--- src/rtl/lcd_seq_pkg.sv ---
// Shared types and constants for the HD44780 LCD sequencer: FSM states, init ROM,
// custom-instruction field positions, status-word layout and push-result codes.
package lcd_seq_pkg;

    typedef enum logic [2:0] {
        ST_POWERUP,
        ST_INIT_SETUP,
        ST_SETUP,
        ST_PULSE,
        ST_WAIT,
        ST_IDLE
    } seq_state_e;

    localparam int INIT_LEN  = 4;
    localparam int ROM_IDX_W = 2;

    localparam int CI_RS_BIT     = 0;
    localparam int CI_STATUS_BIT = 1;

    localparam int STAT_COUNT_LSB = 0;
    localparam int STAT_BUSY_BIT  = 4;
    localparam int STAT_READY_BIT = 5;

    localparam logic [31:0] PUSH_OK   = 32'd0;
    localparam logic [31:0] PUSH_FULL = 32'd1;

    // 8-bit bus, 2 lines; display on; entry mode increment; clear.
    function automatic logic [7:0] init_rom_byte(input logic [ROM_IDX_W-1:0] idx);
        case (idx)
            2'd0:    return 8'h38;
            2'd1:    return 8'h0C;
            2'd2:    return 8'h06;
            default: return 8'h01;
        endcase
    endfunction

    // Clear (0x01) and return-home (0x02/0x03) need the long execution wait.
    function automatic logic is_long_cmd(input logic rs, input logic [7:0] b);
        return !rs && (b[7:2] == 6'd0) && (b != 8'd0);
    endfunction

endpackage

--- src/rtl/lcd_cmd_fifo.sv ---
// Synchronous show-ahead FIFO holding {RS, byte} entries between the CI port and
// the LCD sequencer; rdata_o is the head entry whenever the FIFO is non-empty.
module lcd_cmd_fifo #(
    parameter int unsigned DEPTH = 8,
    parameter int unsigned WIDTH = 9
) (
    input  logic                     clk,
    input  logic                     reset,
    input  logic                     push_i,
    input  logic                     pop_i,
    input  logic [WIDTH-1:0]         wdata_i,
    output logic [WIDTH-1:0]         rdata_o,
    output logic                     full_o,
    output logic                     empty_o,
    output logic [$clog2(DEPTH):0]   count_o
);
    localparam int unsigned AW = $clog2(DEPTH);
    localparam logic [AW:0] FULL_CNT = (AW+1)'(DEPTH);

    logic [WIDTH-1:0] mem_q [DEPTH];
    logic [AW-1:0]    wr_ptr_q, wr_ptr_d;
    logic [AW-1:0]    rd_ptr_q, rd_ptr_d;
    logic [AW:0]      count_q, count_d;
    logic             do_push, do_pop;

    assign full_o  = (count_q == FULL_CNT);
    assign empty_o = (count_q == '0);
    assign count_o = count_q;
    assign rdata_o = mem_q[rd_ptr_q];
    assign do_push = push_i && !full_o;
    assign do_pop  = pop_i && !empty_o;

    always_comb begin
        // NOTE: every next-state signal gets a default first, so no path leaves it unassigned (no latch).
        wr_ptr_d = wr_ptr_q;
        rd_ptr_d = rd_ptr_q;
        count_d  = count_q;
        if (do_push) wr_ptr_d = wr_ptr_q + 1'b1;
        if (do_pop)  rd_ptr_d = rd_ptr_q + 1'b1;
        case ({do_push, do_pop})
            2'b10:   count_d = count_q + 1'b1;
            2'b01:   count_d = count_q - 1'b1;
            default: count_d = count_q;
        endcase
    end

    always_ff @(posedge clk) begin
        // NOTE: non-blocking assignments so every register samples pre-edge values.
        if (reset) begin
            wr_ptr_q <= '0;
            rd_ptr_q <= '0;
            count_q  <= '0;
        end else begin
            wr_ptr_q <= wr_ptr_d;
            rd_ptr_q <= rd_ptr_d;
            count_q  <= count_d;
        end
    end

    // NOTE: storage is deliberately not reset; the pointers and count alone define validity.
    always_ff @(posedge clk) begin
        if (do_push) mem_q[wr_ptr_q] <= wdata_i;
    end

endmodule

--- src/rtl/lcd_sequencer.sv ---
// HD44780 bus sequencer behind a Nios II custom instruction: runs the power-up init
// ROM, then drains queued bytes with setup / enable-pulse / execution-wait timing.
module lcd_sequencer
    import lcd_seq_pkg::*;
#(
    parameter int unsigned SETUP_CYC    = 4,
    parameter int unsigned PULSE_CYC    = 12,
    parameter int unsigned SHORT_WAIT   = 2500,
    parameter int unsigned LONG_WAIT    = 100000,
    parameter int unsigned POWERUP_WAIT = 2000000,
    parameter int unsigned FIFO_DEPTH   = 8
) (
    input  logic        clk,
    input  logic        reset,
    input  logic        clk_en,
    input  logic        start,
    input  logic [31:0] dataA,
    input  logic [31:0] dataB,
    output logic        done,
    output logic [31:0] result,
    output logic        read_write,
    output logic        register_select,
    output logic        enable_op,
    output logic [7:0]  data_out
);
    localparam int unsigned CNT_W = $clog2(FIFO_DEPTH) + 1;
    localparam logic [31:0] SETUP_LIM   = 32'(SETUP_CYC) - 32'd1;
    localparam logic [31:0] PULSE_LIM   = 32'(PULSE_CYC) - 32'd1;
    localparam logic [31:0] SHORT_LIM   = 32'(SHORT_WAIT) - 32'd1;
    localparam logic [31:0] LONG_LIM    = 32'(LONG_WAIT) - 32'd1;
    localparam logic [31:0] POWERUP_LIM = 32'(POWERUP_WAIT) - 32'd1;
    localparam logic [ROM_IDX_W-1:0] ROM_LAST = ROM_IDX_W'(INIT_LEN - 1);

    seq_state_e           state_q;
    logic [31:0]          cnt_q;
    logic [ROM_IDX_W-1:0] rom_idx_q;
    logic                 init_done_q;
    logic                 enable_q, rs_q;
    logic [7:0]           data_q;
    logic                 done_q;
    logic [31:0]          result_q;

    logic                 fifo_full, fifo_empty, fifo_pop, fifo_push;
    logic [8:0]           fifo_rdata;
    logic [CNT_W-1:0]     fifo_count;
    logic                 ci_fire, ci_push;
    logic [31:0]          wait_lim, count_w, status_w;
    logic [3:0]           count_sat;
    logic                 unused_ci;

    assign ci_fire   = start && clk_en;
    assign ci_push   = ci_fire && !dataA[CI_STATUS_BIT];
    assign fifo_push = ci_push && !fifo_full;
    assign fifo_pop  = (state_q == ST_IDLE) && !fifo_empty;
    assign unused_ci = ^{dataA[31:2], dataB[31:8]};

    // The byte on the pins selects its own execution wait.
    assign wait_lim = is_long_cmd(rs_q, data_q) ? LONG_LIM : SHORT_LIM;

    assign count_w   = 32'(fifo_count);
    assign count_sat = (count_w > 32'd15) ? 4'hF : count_w[3:0];

    always_comb begin
        status_w = '0;
        status_w[STAT_COUNT_LSB +: 4] = count_sat;
        status_w[STAT_BUSY_BIT]       = (state_q != ST_IDLE) || !fifo_empty;
        status_w[STAT_READY_BIT]      = init_done_q;
    end

    lcd_cmd_fifo #(
        .DEPTH (FIFO_DEPTH),
        .WIDTH (9)
    ) u_fifo (
        .clk     (clk),
        .reset   (reset),
        .push_i  (fifo_push),
        .pop_i   (fifo_pop),
        .wdata_i ({dataA[CI_RS_BIT], dataB[7:0]}),
        .rdata_o (fifo_rdata),
        .full_o  (fifo_full),
        .empty_o (fifo_empty),
        .count_o (fifo_count)
    );

    always_ff @(posedge clk) begin
        if (reset) begin
            state_q     <= ST_POWERUP;
            cnt_q       <= '0;
            rom_idx_q   <= '0;
            init_done_q <= 1'b0;
            enable_q    <= 1'b0;
            rs_q        <= 1'b0;
            data_q      <= 8'h00;
        end else begin
            cnt_q <= cnt_q + 32'd1;
            unique case (state_q)
                ST_POWERUP: if (cnt_q >= POWERUP_LIM) begin
                    state_q <= ST_INIT_SETUP;
                    cnt_q   <= '0;
                    rs_q    <= 1'b0;
                    data_q  <= init_rom_byte(rom_idx_q);
                end
                ST_INIT_SETUP, ST_SETUP: if (cnt_q >= SETUP_LIM) begin
                    state_q  <= ST_PULSE;
                    cnt_q    <= '0;
                    enable_q <= 1'b1;
                end
                ST_PULSE: if (cnt_q >= PULSE_LIM) begin
                    state_q  <= ST_WAIT;
                    cnt_q    <= '0;
                    enable_q <= 1'b0;
                end
                ST_WAIT: if (cnt_q >= wait_lim) begin
                    cnt_q <= '0;
                    if (!init_done_q && rom_idx_q != ROM_LAST) begin
                        state_q   <= ST_INIT_SETUP;
                        rom_idx_q <= rom_idx_q + 1'b1;
                        rs_q      <= 1'b0;
                        data_q    <= init_rom_byte(rom_idx_q + 1'b1);
                    end else begin
                        state_q     <= ST_IDLE;
                        init_done_q <= 1'b1;
                    end
                end
                ST_IDLE: begin
                    cnt_q <= '0;
                    if (!fifo_empty) begin
                        state_q <= ST_SETUP;
                        rs_q    <= fifo_rdata[8];
                        data_q  <= fifo_rdata[7:0];
                    end
                end
                default: begin
                    state_q <= ST_POWERUP;
                    cnt_q   <= '0;
                end
            endcase
        end
    end

    // CI handshake: done follows every enabled start by one cycle; result holds between completions.
    always_ff @(posedge clk) begin
        if (reset) begin
            done_q   <= 1'b0;
            result_q <= '0;
        end else begin
            done_q <= ci_fire;
            if (ci_fire) begin
                if (dataA[CI_STATUS_BIT]) result_q <= status_w;
                else                      result_q <= fifo_full ? PUSH_FULL : PUSH_OK;
            end
        end
    end

    assign done            = done_q;
    assign result          = result_q;
    assign read_write      = 1'b0;
    assign register_select = rs_q;
    assign enable_op       = enable_q;
    assign data_out        = data_q;

endmodule
--- config.mk ---
export PLATFORM = sky130hd
export DESIGN_NAME = lcd_sequencer
export DESIGN_NICKNAME = d
export VERILOG_FILES = /design/src/rtl/lcd_seq_pkg.sv /design/src/rtl/lcd_cmd_fifo.sv /design/src/rtl/lcd_sequencer.sv
export SDC_FILE = /design/constraint.sdc
export NUM_CORES = 1
export LEC_CHECK = 0
export ABC_AREA = 1
export BUFFER_PORTS_ARGS = -buffer_cell sky130_fd_sc_hd__buf_4
export CORE_MARGIN = 1
export CORE_UTILIZATION = 25
export CTS_CLUSTER_DIAMETER = 40
export DETAILED_ROUTE_END_ITERATION = 6
export GPL_TIMING_DRIVEN = 0
export PLACE_DENSITY = 0.53
export RECOVER_POWER = 100
export SLEW_MARGIN = 20
export SYNTH_ARGS = -nofsm -noshare
export SYNTH_HDL_FRONTEND = slang
export SYNTH_SLANG_ARGS = --single-unit
--- constraint.sdc ---
create_clock -name clk -period 2.8 [get_ports clk]
set_input_delay 0 -clock clk [delete_from_list [all_inputs] [get_ports clk]]
set_output_delay 0 -clock clk [all_outputs]
set_load 0.03 [all_outputs]
==> summary.txt <==
Outcome
  • Status: complete, no violations

Power and ir drop
  • Sw frac: 24.09%
  • Sequential power share: 45.8%
  • Pleak: 0.003034 uW
  • Maximum vdd drop: 0.4589 mV
  • Internal cell power: 3718 uW
  • Clk pwr share: 45.7%
  • Pwr Total: 4898 uW
  • Logic pwr share: 8.5%
  • P_sw: 1180 uW
  • Power Density: 619.8 nW/um^2

Logic synthesis
  • Main synth FF type: edfxtp_1
  • Main area contributors after synthesis: edfxtp_1 33%, dfxtp_1 21%, nor2_1 6.9%
  • Post-synth top area cell: edfxtp_1
  • Post-synth top cells: 119 x nor2_1, 88 x nand2_1, 72 x edfxtp_1
  • Number of synthesized flops with an enable pin: 72
  • Top-count cell post-synth: nor2_1
  • Syn Inst Count: 689
  • Distinct cells, synth: 47
  • Avg Inst Size Synth: 9.379 sq um
  • Synthesis-stage register bit count: 140
  • Mapped Area: 6462 sq um
  • Seq/Total Area, Yosys: 54.52%
  • Yosys synthesis warning count: 0
  • Async SR Flop Fraction: 0%
  • Top cell type's share of synthesized area: 33.46%

Global routing
  • Vias in the first global route: 4,402
  • First-pass GRT wire length: 22,630 um
  • Initial antenna violation count: 0
  • Largest net degree at the start of global routing: 17
  • Grt total ovfl: 0
  • Total track usage: 11.15%

Min path
  • Hold crit path type: in -> reg

Job
  • MaxCap Viol Count: 0

STA
  • Max transition margin: 30.66%
  • Final worst path period need: 2561 ps
  • Hold Violations, Final: 0
  • Final Slew Violations: 0
  • Max Clock Skew: 12.39 ps
  • Finish-stage setup viols: 0
  • Unrepaired setup endpoints after global routing: no
  • Period Utilization, post-route: 91.46%
  • FMAX: 390.5 MHz
  • Final hold slack: 16.91 ps
  • Slew @ Worst Pin: 1036 ps
  • Final worst slack: 239.1 ps

Placed design
  • Hpwl dp: 9989 um
  • Place WS: -490.8 ps
  • Buffers on Ports: 30
  • Placer Congestion: 0.7712

Worst setup path
  • CP Launch Type: flip-flop
  • CP Class: reg -> reg
  • Req. time, crit path: 3140 ps
  • Worst setup EP type: flip-flop
  • Worst Path Arrival: 2900 ps
  • CP Max Fanout: 10

Clock network
  • Clock tree sinks: 140
  • Bufs on Longest Clock Path: 2
  • Root buf cell: clkbuf_16
  • CTS tree: built
  • Clock-pin transition on the worst setup and hold timing paths: 60 ps
  • Worst skew pair latency: 420 ps
  • H-tree depth: 4
  • CTS Buf Count: 17

Die
  • Die ar.: 26,500 sq um
  • Chip Height: 162.8 um
  • Die X: 162.8 um
  • Starting density of the core: 25.59%
  • Core Box Area: 25,250 sq um
  • I/O pin total: 112
  • # rows: 58

Finish
  • Post-layout util: 31.29%
  • Number of diodes: 0
  • Reg area: 3525 sq um
  • Multi-input logic area: 2544 sq um
  • # fillers: 2,683
  • Area delta synth->final: 22.27%
  • Nets: 882
  • Layout cells sized above 1: 14.57%

Routing
  • DR vias: 4,719
  • Wire length per cell: 12.29 um
  • Drt pass-1 iters: 4
  • DRT antenna net count: 0
  • Final wirelength: 13,930 um
  • Initial drt markers: 239
  • DRC Markers: 0
  • Post-DR vias/cell: 4.165
-- state kept, by name (all words and copies together) (netlist names), named ones only --
name / count
register_select: 1
u_fifo.wr_ptr_q: 3
u_fifo.rd_ptr_q: 3
u_fifo.count_o: 4
u_fifo.mem_q: 72
state_q: 3
rom_idx_q: 2
init_done_q: 1
data_out: 8
enable_op: 1
done: 1
result: 6
cnt_q: 32
-- power by group through the flow --
stage / Combinational (uW) / Clock [uW] / Sequential [uW]
finish: 417 / 2240 / 2240
global placement: 417 / 0 / 2280
global route: 467 / 2370 / 2250
detailed placement: 420 / 0 / 2280
floorplan: 253 / 0 / 2320
CTS: 437 / 2280 / 2240
-- logic make-up after synthesis --
kind of cell	synth area share, %
simple gates	19.69
flops	54.52
compound gates	10.80
buf+inv	8.538
fa+ha+maj	4.763
xor+xnor	1.626
other cells	0.05803
-- metrics by stage --
stage                     std cells  instance area, sq um  TNS [ps]
after global placement         1086                  7239    -13850
after detailed placement       1086                  7239    -14430
after global routing           1133                  7901         0
after floorplan                 726                  6601         0
after CTS                      1130                  7969         0
final                          1133                  7901         0
-- worst max-delay path, cell delays in order (launching register included) --
cell,delay (ps)
dfxtp_1,320
nor2_1,120
o2111ai_2,130
nor4_4,320
inv_2,140
ha_1,310
or2_2,270
nand2_1,70
nand2_1,60
nand2_1,80
nand3_2,130
nand3_2,120
nand2_2,80
buf_6,160
nor3b_1,170
-- worst paths after layout --
check	startpoint	endpoint	slack (ps)	cells after the start
min reg2reg	cnt_q[0]$_SDFF_PP0_	cnt_q[0]$_SDFF_PP0_	450	1
max reg2reg	data_out[7]$_SDFFE_PP0P_	cnt_q[10]$_SDFF_PP0_	240	14
max	data_out[7]$_SDFFE_PP0P_	cnt_q[10]$_SDFF_PP0_	240	14
min	start	result[2]$_SDFFE_PP0P_	20	4
-- layout make-up --
type,instances,area share (%)
well taps,330,5.226
clock buffers,20,5.796
clock inverters,12,1.726
multi-input cells,474,32.19
repair buffers,45,3.468
plain buffers,45,3.769
inverters,67,3.215
flip-flops and latches,140,44.61
-- cells in the final DEF (no fill, tap or decap), types with 3 or more instances in the layout --
master         instances
xor2_1                 9
dlygate4sd3_1         12
inv_6                  3
nor3b_2                3
buf_2                  4
nand2_2                3
nand2_1               88
conb_1                38
clkbuf_1              35
a21oi_1               34
edfxtp_1              72
nor3_1                 7
clkinv_2               3
nor2_1               119
nor2_2                 7
a31oi_1                4
nand3_2                4
inv_1                 58
clkbuf_16             18
buf_4                 36
inv_2                  8
nand4_1                5
o21ai_0               65
dfxtp_1               67
xnor2_1                3
nor3_2                 5
o221ai_1              10
or2_2                  3
nand3_1               21
ha_1                  23
clkinv_4               4
-- routing by layer --
metal,track usage (%),wire (um),up-vias
li1,-,-,2468
met1,15.11,6968,2134
met2,16.91,6112,101
met3,2.725,592,16
met4,4.503,252,0
met5,0,0,-
-- repair_timing --
item,4_1_cts,5_1_grt
endpoints found under the setup margin,36,36
buffers inserted,0,3
pin swaps,0,2
endpoints found under the hold margin,78,0
gates resized for setup,2,9
hold buffers,12,0
(Power assumes the default switching activity.)
